$ cat config.mk
export PLATFORM = sky130hd
export DESIGN_NAME = depipe
export DESIGN_NICKNAME = d
export VERILOG_FILES = /design/src/rtl/depipe_pkg.sv /design/src/rtl/depipe_pipe_reg.sv /design/src/rtl/depipe.sv
export SDC_FILE = /design/constraint.sdc
export NUM_CORES = 1
export LEC_CHECK = 0
export ABC_CLOCK_PERIOD_IN_PS = 800
export CAP_MARGIN = 20
export CORE_ASPECT_RATIO = 0.6
export CORE_MARGIN = 5
export CORE_UTILIZATION = 30
export DETAILED_ROUTE_END_ITERATION = 12
export GPL_TIMING_DRIVEN = 0
export PLACE_DENSITY = 0.68
export RECOVER_POWER = 100
export SLEW_MARGIN = 40
export SYNTH_ARGS = -nofsm -noshare
export SYNTH_HDL_FRONTEND = slang
export SYNTH_HIERARCHICAL = 1
export SYNTH_SLANG_ARGS = --single-unit
$ cat constraint.sdc
create_clock -name clk -period 0.8 [get_ports clk]
set_input_delay 0.16 -clock clk [delete_from_list [all_inputs] [get_ports clk]]
set_output_delay 0.16 -clock clk [all_outputs]
set_load 0.01 [all_outputs]
$ cat src/rtl/depipe_pkg.sv
// depipe_pkg: shared widths and the packed control bundle for the
// Decode->Execute pipeline register. The optional branch/flag control bits
// are present only when DEPIPE_BRANCH_EN is defined.
package depipe_pkg;

    localparam int unsigned DATA_W    = 32;
    localparam int unsigned ALUCTRL_W = 3;
    localparam int unsigned REGIDX_W  = 4;

    // Control bundle carried from Decode into Execute.
    typedef struct packed {
        logic                 regw;
        logic                 memw;
        logic                 regmem;
        logic                 ALUope;
        logic [ALUCTRL_W-1:0] ALUctrl;
`ifdef DEPIPE_BRANCH_EN
        logic                 branch;
        logic                 flag;
`endif
    } ctrl_t;

    localparam int unsigned CTRL_W = $bits(ctrl_t);

    // A control word is a no-op when it writes neither the register file
    // nor memory; the all-zero bubble always satisfies this.
    function automatic logic ctrl_is_noop(input ctrl_t c);
        return (c.regw == 1'b0) && (c.memw == 1'b0);
    endfunction

endpackage : depipe_pkg

$ cat src/rtl/depipe_pipe_reg.sv
// pipe_reg: generic WIDTH-bit pipeline register with asynchronous active-low
// reset and a synchronous flush that loads an all-zero bubble.
// Priority: rst_n low > flush > capture of d.
module pipe_reg #(
    parameter int unsigned WIDTH = 1
) (
    input  logic             clk,
    input  logic             rst_n,
    input  logic             flush,
    input  logic [WIDTH-1:0] d,
    output logic [WIDTH-1:0] q
);

    // Stage register: async clear, sync bubble on flush, otherwise capture.
    always_ff @(posedge clk or negedge rst_n) begin
        if (!rst_n) begin
            q <= {WIDTH{1'b0}};
        end else if (flush) begin
            q <= {WIDTH{1'b0}};
        end else begin
            q <= d;
        end
    end

endmodule : pipe_reg

$ cat src/rtl/depipe.sv
// depipe: Decode->Execute pipeline register. Every _E output is the registered
// copy of its _D input (one cycle latency); flush_E inserts an all-zero
// bubble, rst_n clears everything asynchronously. Data passes bit-exact.
// Optional feature macro: DEPIPE_BRANCH_EN adds branch_D/flag_D and
// branch_E/flag_E, registered exactly like the other control bits.
module depipe
    import depipe_pkg::*;
(
    input  logic                 clk,
    input  logic                 rst_n,
    input  logic                 flush_E,
    input  logic                 regw_D,
    input  logic                 memw_D,
    input  logic                 regmem_D,
    input  logic                 ALUope_D,
    input  logic [ALUCTRL_W-1:0] ALUctrl_D,
    input  logic [REGIDX_W-1:0]  regScr_D,
    input  logic [DATA_W-1:0]    regA_D,
    input  logic [DATA_W-1:0]    regB_D,
    input  logic [DATA_W-1:0]    inm_D,
`ifdef DEPIPE_BRANCH_EN
    input  logic                 branch_D,
    input  logic                 flag_D,
    output logic                 branch_E,
    output logic                 flag_E,
`endif
    output logic                 regw_E,
    output logic                 memw_E,
    output logic                 regmem_E,
    output logic                 ALUope_E,
    output logic [ALUCTRL_W-1:0] ALUctrl_E,
    output logic [REGIDX_W-1:0]  regScr_E,
    output logic [DATA_W-1:0]    regA_E,
    output logic [DATA_W-1:0]    regB_E,
    output logic [DATA_W-1:0]    inm_E
);

    ctrl_t               ctrl_d;
    ctrl_t               ctrl_q;
    logic [REGIDX_W-1:0] regscr_q;

    // Gather the Decode control inputs into the packed control bundle.
    always_comb begin
        ctrl_d         = '{default: 1'b0};
        ctrl_d.regw    = regw_D;
        ctrl_d.memw    = memw_D;
        ctrl_d.regmem  = regmem_D;
        ctrl_d.ALUope  = ALUope_D;
        ctrl_d.ALUctrl = ALUctrl_D;
`ifdef DEPIPE_BRANCH_EN
        ctrl_d.branch  = branch_D;
        ctrl_d.flag    = flag_D;
`endif
    end

    pipe_reg #(.WIDTH(CTRL_W)) u_ctrl_reg (
        .clk   (clk),
        .rst_n (rst_n),
        .flush (flush_E),
        .d     (ctrl_d),
        .q     (ctrl_q)
    );

    pipe_reg #(.WIDTH(REGIDX_W)) u_regscr_reg (
        .clk   (clk),
        .rst_n (rst_n),
        .flush (flush_E),
        .d     (regScr_D),
        .q     (regscr_q)
    );

    pipe_reg #(.WIDTH(DATA_W)) u_rega_reg (
        .clk   (clk),
        .rst_n (rst_n),
        .flush (flush_E),
        .d     (regA_D),
        .q     (regA_E)
    );

    pipe_reg #(.WIDTH(DATA_W)) u_regb_reg (
        .clk   (clk),
        .rst_n (rst_n),
        .flush (flush_E),
        .d     (regB_D),
        .q     (regB_E)
    );

    pipe_reg #(.WIDTH(DATA_W)) u_inm_reg (
        .clk   (clk),
        .rst_n (rst_n),
        .flush (flush_E),
        .d     (inm_D),
        .q     (inm_E)
    );

    // Outputs are direct taps of the stage registers; no logic follows them.
    assign regw_E    = ctrl_q.regw;
    assign memw_E    = ctrl_q.memw;
    assign regmem_E  = ctrl_q.regmem;
    assign ALUope_E  = ctrl_q.ALUope;
    assign ALUctrl_E = ctrl_q.ALUctrl;
    assign regScr_E  = regscr_q;
`ifdef DEPIPE_BRANCH_EN
    assign branch_E  = ctrl_q.branch;
    assign flag_E    = ctrl_q.flag;
`endif

endmodule : depipe

==> run summary, run 1 <==
Slew headroom = 0.529
Finished Layout Cells = 600
GPL Wtd Cong = 0.774
Area Overhead vs Synth = 70.2%
drt pass-1 iters = 4
Reg clk slew, reported paths = 0.07 ns
RSZ-0062 raised after global routing = true
Final setup viols = 107
register area = 0.00268 mm²
fraction of layout instances using a drive strength above 1 = 0.290
min cycle time layout = 1.01 ns
Setup Fix Bufs, Post-CTS = 0
vias per cell = 4.05
Die X = 148 µm
Crit Path Max Fanout = 1
CP max-delay cell = dfrtp_1
Worst Tran Pin Value = 0.706 ns
sequential area share after synthesis = 0.784
crit path DAT = 0.85 ns
multi-input logic area = 669 µm²
die area = 0.0137 mm²
Critical path buffers and inverters = 1
Max rail drop VDD = 0.907 mV
Vias = 2427
Mean Syn Cell Area = 15.3 µm²
critical path's top delay family = flip-flops
Peak Freq = 0.986 GHz
WP data required = 0.64 ns
period utilization = 1.27
CTS Buf Count = 9
Yosys top cell area share = 0.784
Setup TNS Final = -20.77 ns
fill count = 999
Final HPWL DP = 7.34 mm
clock buffer depth = 2
WHS = -0.119 ns
distinct cell type count after synthesis = 3
nets = 561
drt wl/cell = 16.0 µm
first-pass GRT wire length = 14.8 mm
CP Class = flip-flop to output pin
Hold Path Class = input port to asynchronous set/reset pin
initial antenna violation count = 2
failing checks = negative hold slack, negative setup slack
Slew Limit Fails = 0
post-synth net total = 333
Final Hold Viols = 49
gr usage total = 0.144
row count = 30
die height = 92.6 µm
yosys warns = 6
area leader, netlist = dfrtp_1
IO Pins = 217
core area = 0.0112 mm²
Syn Inst Count = 223
Mapped Area = 0.00341 mm²
Initial Util = 0.304
status = finished, violations left
H-tree levels = 3
PwrDens = 2040 mW/mm²
commonest register cell after synthesis = dfrtp_1
number of flops mapped to enable cells by yosys = 0
PnR Total Power = 11.9 mW
residual DRC count = 0
largest net degree at the start of global routing = 59
DRT antenna net count = 0
CTS tree = done
Post-Route WL = 9.61 mm
Seq cells post-synth = 107
CP Launch Type = flip-flop
max-cap violations = 0
global route total overflow = 0
endpoint class of the critical path = output pin
1st-iter DRT viols = 50
Leak Pwr = 2.81 nW
worst path cell trace = buf_2
number of global-route vias before repair = 2640
post-synthesis async set-or-reset flop share = 1.00
port bufs = 216
Clk Tree Root Cell = clkbuf_16
Synth top cells by count = 107 x dfrtp_1, 107 x nor2b_1, 9 x buf_4
Crit path largest cell delay = 0.38 ns
clk sinks = 107
Cells after DPL = 584
final worst slack = -0.214 ns
top cells by area, synth = dfrtp_1 78%, nor2b_1 20%, buf_4 2.0%
==> timing repair <==
item	in CTS	in global routing
gates cloned	0	0
gates resized for setup	454	23
setup endpoints to repair	107	197
hold endpoints to repair	49	49
==> logic make-up after synthesis <==
| kind of cell | Yosys count | share of synthesized area |
|---|---|---|
| buffers and inverters | 9 | 0.0198 |
| DFF | 107 | 0.784 |
| and+or+nand+nor | 107 | 0.196 |
==> final timing paths <==
path / startpoint / endpoint / slack, ns / depth (start not counted)
max in group asynchronous: rst_n / u_inm_reg/q[30]$_DFF_PN0_ / 0.17 / 2
worst max-delay path: u_rega_reg/q[1]$_DFF_PN0_ / regA_E[1] / -0.21 / 1
min in group clk: flush_E / u_ctrl_reg/q[5]$_DFF_PN0_ / 0.28 / 2
worst min-delay path: rst_n / u_regb_reg/q[28]$_DFF_PN0_ / -0.12 / 1
==> where the power goes <==
| group | switching [mW] | internal, mW | leakage, nW |
|---|---|---|---|
| Sequential | 0.0914 | 5.68 | 1.38 |
| Combinational | 0.592 | 0.916 | 1.28 |
| Clock | 1.86 | 2.73 | 0.146 |
==> placed cells by master (no fill, tap or decap), drive strengths merged <==
master and instances:
clkdlybuf4s50 90, buf 108, dlygate4sd3 17, clkbuf 22, clkinvlp 1, diode 1, dfrtp 107, clkinv 1
nor2b 107, bufinv 2
==> metrics by stage <==
stage                util  setup slack (ns)  cell area (µm²)
floorplan               -             0.264             3410
finish              0.518            -0.214             5810
CTS                 0.509            -0.239             5710
detailed placement  0.515            -0.366             5780
global placement    0.513             -4.40             5760
global route        0.518            -0.263             5810
==> layer usage <==
metal / track usage / share of wire / up-vias / wire length [µm]
li1: - / - / 1124 / -
met3: 0.0861 / 0.13 / 11 / 1220
met1: 0.167 / 0.40 / 1156 / 3870
met2: 0.224 / 0.46 / 134 / 4400
met4: 0.0419 / 0.011 / 2 / 103
met5: 0 / 0.0014 / - / 13
==> registers in the layout, summed over array words and instances, names as in the netlist <==
| signal | flops |
|---|---|
| u_regb_reg/q | 32 |
| u_rega_reg/q | 32 |
| u_ctrl_reg/q | 7 |
| u_regscr_reg/q | 4 |
| u_inm_reg/q | 32 |
==> layout make-up <==
type,instances,area share
sequential,107,0.461
timing repair buffer,217,0.332
multi-input combinational,107,0.115
clock buffer,11,0.0400
tap,144,0.0310
clock inverter,4,0.0131
buffer,9,0.00775
antenna,1,0.000430
No activity file was read; power rests on OpenSTA's default activity.
==> run 2, diff against run 1 <==
--- a/config.mk
+++ b/config.mk
@@ -9,11 +9,11 @@
 export CAP_MARGIN = 20
 export CORE_ASPECT_RATIO = 0.6
 export CORE_MARGIN = 5
-export CORE_UTILIZATION = 30
+export CORE_UTILIZATION = 28
 export DETAILED_ROUTE_END_ITERATION = 12
 export GPL_TIMING_DRIVEN = 0
-export PLACE_DENSITY = 0.68
 export RECOVER_POWER = 100
+export SKIP_LAST_GASP = 1
 export SLEW_MARGIN = 40
 export SYNTH_ARGS = -nofsm -noshare
 export SYNTH_HDL_FRONTEND = slang
==> run 2 against run 1 <==
  * The flow still finishes with violations (negative hold slack, negative setup slack)
  * First-iteration DRC count down 6.0%
  * Sequential power about the same
  * Die area up 6.5%
  * Cell area up 0.32%
  * Global-route usage down 1.3 points
==> run summary, run 2 (same netlist as run 1, synthesis figures left out) <==
Critical path buffers and inverters = 1 (unchanged)
CP Class = flip-flop to output pin (unchanged)
period utilization = 1.27 (about the same)
fraction of layout instances using a drive strength above 1 = 0.296 (was 0.290)
Initial Util = 0.285 (was 0.304)
drt pass-1 iters = 4 (unchanged)
gr usage total = 0.130 (was 0.144)
Leak Pwr = 2.81 nW (about the same)
max-cap violations = 0 (unchanged)
PnR Total Power = 11.6 mW (was 11.9 mW)
ant diodes = 0 (was 1)
first-pass GRT wire length = 14.4 mm (was 14.8 mm)
port bufs = 216 (unchanged)
residual DRC count = 0 (unchanged)
CP Launch Type = flip-flop (unchanged)
Crit path largest cell delay = 0.39 ns (was 0.38 ns)
PwrDens = 1990 mW/mm² (was 2040 mW/mm²)
H-tree levels = 3 (unchanged)
number of global-route vias before repair = 2590 (was 2640)
die area = 0.0146 mm² (was 0.0137 mm²)
endpoint class of the critical path = output pin (unchanged)
register area = 0.00268 mm² (unchanged)
clock buffer depth = 2 (unchanged)
failing checks = negative hold slack, negative setup slack (unchanged)
critical path's top delay family = flip-flops (unchanged)
WP data required = 0.64 ns (about the same)
Area Overhead vs Synth = 70.8% (was 70.2%)
CTS tree = done (unchanged)
die height = 95.5 µm (was 92.6 µm)
Hold Path Class = input port to asynchronous set/reset pin (unchanged)
DRT antenna net count = 0 (unchanged)
CP max-delay cell = dfrtp_1 (unchanged)
GPL Wtd Cong = 0.721 (was 0.774)
Slew headroom = 0.555 (was 0.529)
status = finished, violations left (unchanged)
global route total overflow = 0 (unchanged)
top flop regs = u_inm_reg/q x32, u_rega_reg/q x32, u_regb_reg/q x32 (unchanged)
vias per cell = 3.92 (was 4.05)
Max rail drop VDD = 1.05 mV (was 0.907 mV)
Worst Tran Pin Value = 0.668 ns (was 0.706 ns)
CTS Buf Count = 9 (unchanged)
Post-Route WL = 9.48 mm (was 9.61 mm)
Clk Tree Root Cell = clkbuf_16 (unchanged)
Die X = 153 µm (was 148 µm)
Final Hold Viols = 47 (was 49)
multi-input logic area = 669 µm² (unchanged)
Final HPWL DP = 7.18 mm (was 7.34 mm)
WHS = -0.136 ns (was -0.119 ns)
most frequent cells in the layout = 107 x nor2b_1, 107 x dfrtp_1, 90 x clkdlybuf4s50_1 (unchanged)
initial antenna violation count = 0 (was 2)
Peak Freq = 0.983 GHz (was 0.986 GHz)
fill count = 1065 (was 999)
drt wl/cell = 15.3 µm (was 16.0 µm)
min cycle time layout = 1.02 ns (was 1.01 ns)
row count = 31 (was 30)
Vias = 2432 (was 2427)
final worst slack = -0.217 ns (was -0.214 ns)
core area = 0.0120 mm² (was 0.0112 mm²)
Crit Path Max Fanout = 1 (unchanged)
1st-iter DRT viols = 47 (was 50)
largest net degree at the start of global routing = 61 (was 59)
Reg clk slew, reported paths = 0.07 ns (about the same)
nets = 561 (unchanged)
Setup Fix Bufs, Post-CTS = 0 (unchanged)
Final setup viols = 107 (unchanged)
worst path cell trace = buf_6 (was buf_2)
RSZ-0062 raised after global routing = true (unchanged)
Setup TNS Final = -20.72 ns (was -20.77 ns)
IO Pins = 217 (unchanged)
clk sinks = 107 (unchanged)
Slew Limit Fails = 0 (unchanged)
crit path DAT = 0.86 ns (was 0.85 ns)
==> run 2: cell count changes in the layout (fill, tap and decap cells not counted), sizes merged <==
cell	change
bufinv	-2
clkinv	+1
diode	-1
inv	+2
==> run 2: through the flow <==
stage	hold WS, ns	worst slack (ns)	util	area (µm²)	instances
floorplan	-0.136	0.264	-	3410	223
global placement	0.715	-4.48	0.483	5780	604
detailed placement	0.0856	-0.371	0.485	5810	605
CTS	-0.290	-0.243	0.480	5750	621
global route	-0.0776	-0.257	0.487	5830	621
finish	-0.136	-0.217	0.487	5830	621
==> run 2: what timing repair did <==
action                                 CTS  global route
resized for setup                      460            20
setup endpoints to repair              109           107
endpoints found under the hold margin   47            47
==> run 2: routing by layer <==
| metal | up-vias | GRT usage | part of all wire |
|---|---|---|---|
| met5 | - | 0 | 0 |
| met4 | 0 | 0.0334 | 0.0090 |
| met3 | 7 | 0.0794 | 0.12 |
| met2 | 139 | 0.203 | 0.46 |
| met1 | 1164 | 0.154 | 0.41 |
| li1 | 1122 | - | - |
==> run 2: final timing paths <==
kind                                            from                          end  cells past startpoint
min in group clk                             flush_E  u_regscr_reg/q[1]$_DFF_PN0_                      2
max in group asynchronous                      rst_n    u_ctrl_reg/q[5]$_DFF_PN0_                      2
min                                            rst_n    u_rega_reg/q[0]$_DFF_PN0_                      1
max                        u_inm_reg/q[14]$_DFF_PN0_                    inm_E[14]                      1
==> run 2: layout make-up <==
cell class,count,area share
plain buffers,9,0.00772
repair buffers,217,0.332
clock inverters,5,0.00772
multi-input cells,107,0.115
well taps,165,0.0354
flip-flops and latches,107,0.459
clock buffers,11,0.0433
==> run 2: power breakdown <==
part,total [mW],switching (mW),leakage (nW),internal [mW]
clock,4.34,2.01,0.144,2.33
combinational,1.51,0.587,1.29,0.918
sequential,5.76,0.0871,1.38,5.68
==> run 3, diff against run 2 <==
--- a/config.mk
+++ b/config.mk
@@ -5,7 +5,7 @@
 export SDC_FILE = /design/constraint.sdc
 export NUM_CORES = 1
 export LEC_CHECK = 0
-export ABC_CLOCK_PERIOD_IN_PS = 800
+export ABC_CLOCK_PERIOD_IN_PS = 1100
 export CAP_MARGIN = 20
 export CORE_ASPECT_RATIO = 0.6
 export CORE_MARGIN = 5
==> constraint.sdc (replaced) <==
create_clock -name clk -period 1.1 [get_ports clk]
set_input_delay 0.22 -clock clk [delete_from_list [all_inputs] [get_ports clk]]
set_output_delay 0.22 -clock clk [all_outputs]
set_load 0.01 [all_outputs]
==> run 3 against run 2 <==
  * Via count hardly changed
  * Largest cell class unchanged
  * Sequential cell count stayed put
  * First-iteration DRC count is 2.1% lower
  * The flow now finishes without violations
  * Global-route usage hardly changed
  * Die area stayed put
  * Routed wire length is 0.12% higher
  * Sequential power is 27% lower
  * Combinational power is 30% lower
  * Setup slack better by 0.24 ns
  * Cell count is 0.16% higher
  * Non-clock buffer count is 1 higher
  * Highest routed layer unchanged
==> run summary, run 3 (same netlist as run 1, synthesis figures left out) <==
row count = 31 (unchanged)
clock buffer depth = 2 (unchanged)
Clk Tree Root Cell = clkbuf_16 (unchanged)
die height = 95.5 µm (unchanged)
nets = 562 (was 561)
Critical path buffers and inverters = 1 (unchanged)
largest net degree at the start of global routing = 61 (unchanged)
most frequent cells in the layout = 107 x clkdlybuf4s50_1, 107 x nor2b_1, 107 x dfrtp_1 (was 107 x nor2b_1, 107 x dfrtp_1, 90 x clkdlybuf4s50_1)
clk sinks = 107 (unchanged)
initial antenna violation count = 0 (unchanged)
PwrDens = 1480 mW/mm² (was 1990 mW/mm²)
min cycle time layout = 1.07 ns
internal power = 6.45 mW (was 8.92 mW)
GPL Wtd Cong = 0.721 (unchanged)
core area = 0.0120 mm² (unchanged)
residual DRC count = 0 (unchanged)
Flop pwr share = 0.498 (was 0.496)
vias per cell = 3.91 (was 3.92)
fill count = 1075 (was 1065)
die area = 0.0146 mm² (unchanged)
1st-iter DRT viols = 46 (was 47)
endpoint class of the critical path = output pin (unchanged)
sw frac = 0.231 (about the same)
Reg clk slew, reported paths = 0.07 ns (about the same)
WHS = 0.349 ns (was -0.136 ns)
fraction of layout instances using a drive strength above 1 = 0.295 (was 0.296)
WP data required = 0.88 ns (was 0.64 ns)
worst path cell trace = buf_6 (unchanged)
Sw Pwr = 1.94 mW (was 2.69 mW)
Post-Route WL = 9.49 mm (was 9.48 mm)
Clk pwr share = 0.376 (was 0.374)
Gate power share = 0.126 (was 0.130)
Peak Freq = 0.930 GHz
Final setup viols = 0 (was 107)
CP max-delay cell = dfrtp_1 (unchanged)
Setup Fix Bufs, Post-CTS = 0 (unchanged)
Worst Tran Pin Value = 0.636 ns (was 0.668 ns)
Die X = 153 µm (unchanged)
Crit path largest cell delay = 0.39 ns (about the same)
status = complete, no violations (was finished, violations left)
ant diodes = 0 (unchanged)
Final Hold Viols = 0 (was 47)
CP Launch Type = flip-flop (unchanged)
Slew Limit Fails = 0 (unchanged)
max-cap violations = 0 (unchanged)
drt wl/cell = 15.3 µm (about the same)
Util after Layout = 0.474 (was 0.487)
Max rail drop VDD = 0.709 mV (was 1.05 mV)
period utilization = 0.977
Crit Path Max Fanout = 1 (unchanged)
Hold Path Class = input port to asynchronous set/reset pin (unchanged)
global route total overflow = 0 (unchanged)
first-pass GRT wire length = 14.5 mm (was 14.4 mm)
Setup TNS Final = 0 ns (was -20.72 ns)
DRT antenna net count = 0 (unchanged)
Final HPWL DP = 7.18 mm (unchanged)
port bufs = 216 (unchanged)
Initial Util = 0.285 (unchanged)
Slew headroom = 0.576 (was 0.555)
gr usage total = 0.130 (about the same)
RSZ-0062 raised after global routing = true (unchanged)
critical path's top delay family = flip-flops (unchanged)
crit path DAT = 0.85 ns (was 0.86 ns)
top flop regs = u_inm_reg/q x32, u_rega_reg/q x32, u_regb_reg/q x32 (unchanged)
number of global-route vias before repair = 2582 (was 2590)
Area Overhead vs Synth = 66.4% (was 70.8%)
CTS tree = done (unchanged)
Vias = 2431 (was 2432)
Leak Pwr = 2.76 nW (was 2.81 nW)
H-tree levels = 3 (unchanged)
CTS Buf Count = 9 (unchanged)
CP Class = flip-flop to output pin (unchanged)
drt pass-1 iters = 4 (unchanged)
IO Pins = 217 (unchanged)
## run 3: cell count changes in the layout (fill, tap and decap cells not counted), sizes merged
cell | before | now
clkdlybuf4s50 | 90 | 107
buf | 108 | 73
dlygate4sd3 | 17 | 1
clkbuf | 22 | 57
## run 3: final timing paths
| kind | start | to | slack, ns | cells after the start |
|---|---|---|---|---|
| worst max-delay path | u_inm_reg/q[14]$_DFF_PN0_ | inm_E[14] | 0.03 | 1 |
| worst min-delay path | rst_n | u_rega_reg/q[0]$_DFF_PN0_ | 0.35 | 2 |
| max in group asynchronous | rst_n | u_ctrl_reg/q[5]$_DFF_PN0_ | 0.14 | 3 |
| min in group clk | regA_D[4] | u_rega_reg/q[4]$_DFF_PN0_ | 0.42 | 2 |
## run 3: area by class of cell
class                   count  area, µm²  share of cell area
flip-flops and latches    107       2680               0.471
clock buffers              11        253              0.0445
multi-input cells         107        669               0.118
well taps                 165        206              0.0363
clock inverters             5       45.0             0.00793
plain buffers               9       45.0             0.00793
repair buffers            218       1790               0.314
## run 3: power groups by stage
| stage | Sequential (mW) | Clock [mW] | Combinational, mW |
|---|---|---|---|
| floorplan | 4.37 | 0 | 0.186 |
| global placement | 4.26 | 0 | 1.22 |
| detailed placement | 4.26 | 0 | 1.24 |
| CTS | 4.17 | 3.28 | 1.06 |
| global route | 4.20 | 3.44 | 1.16 |
| finish | 4.18 | 3.15 | 1.06 |
## run 3: metal layers
metal	track usage	vias up	routed length (µm)
li1	-	1125	-
met1	0.155	1162	3930
met2	0.203	137	4330
met3	0.0780	7	1150
met4	0.0334	0	85
met5	0	-	0
## run 3: timing repair
item / 4_1_cts / 5_1_grt
pin swaps: 0 / 0
resized for setup: 429 / 30
endpoints found under the hold margin: 47 / 0
setup endpoints to repair: 107 / 78
hold buffers: 1 / 0
## run 3: metrics by stage
stage                     total power [mW]  worst slack, ns  instances  cell area (µm²)
final                                 8.39           0.0250        622             5680
after floorplan                       4.56            0.504        223             3410
after global placement                5.48            -4.24        604             5780
after detailed placement              5.50           -0.131        605             5810
after global routing                  8.80          -0.0169        622             5680
after CTS                             8.51         -0.00331        622             5590
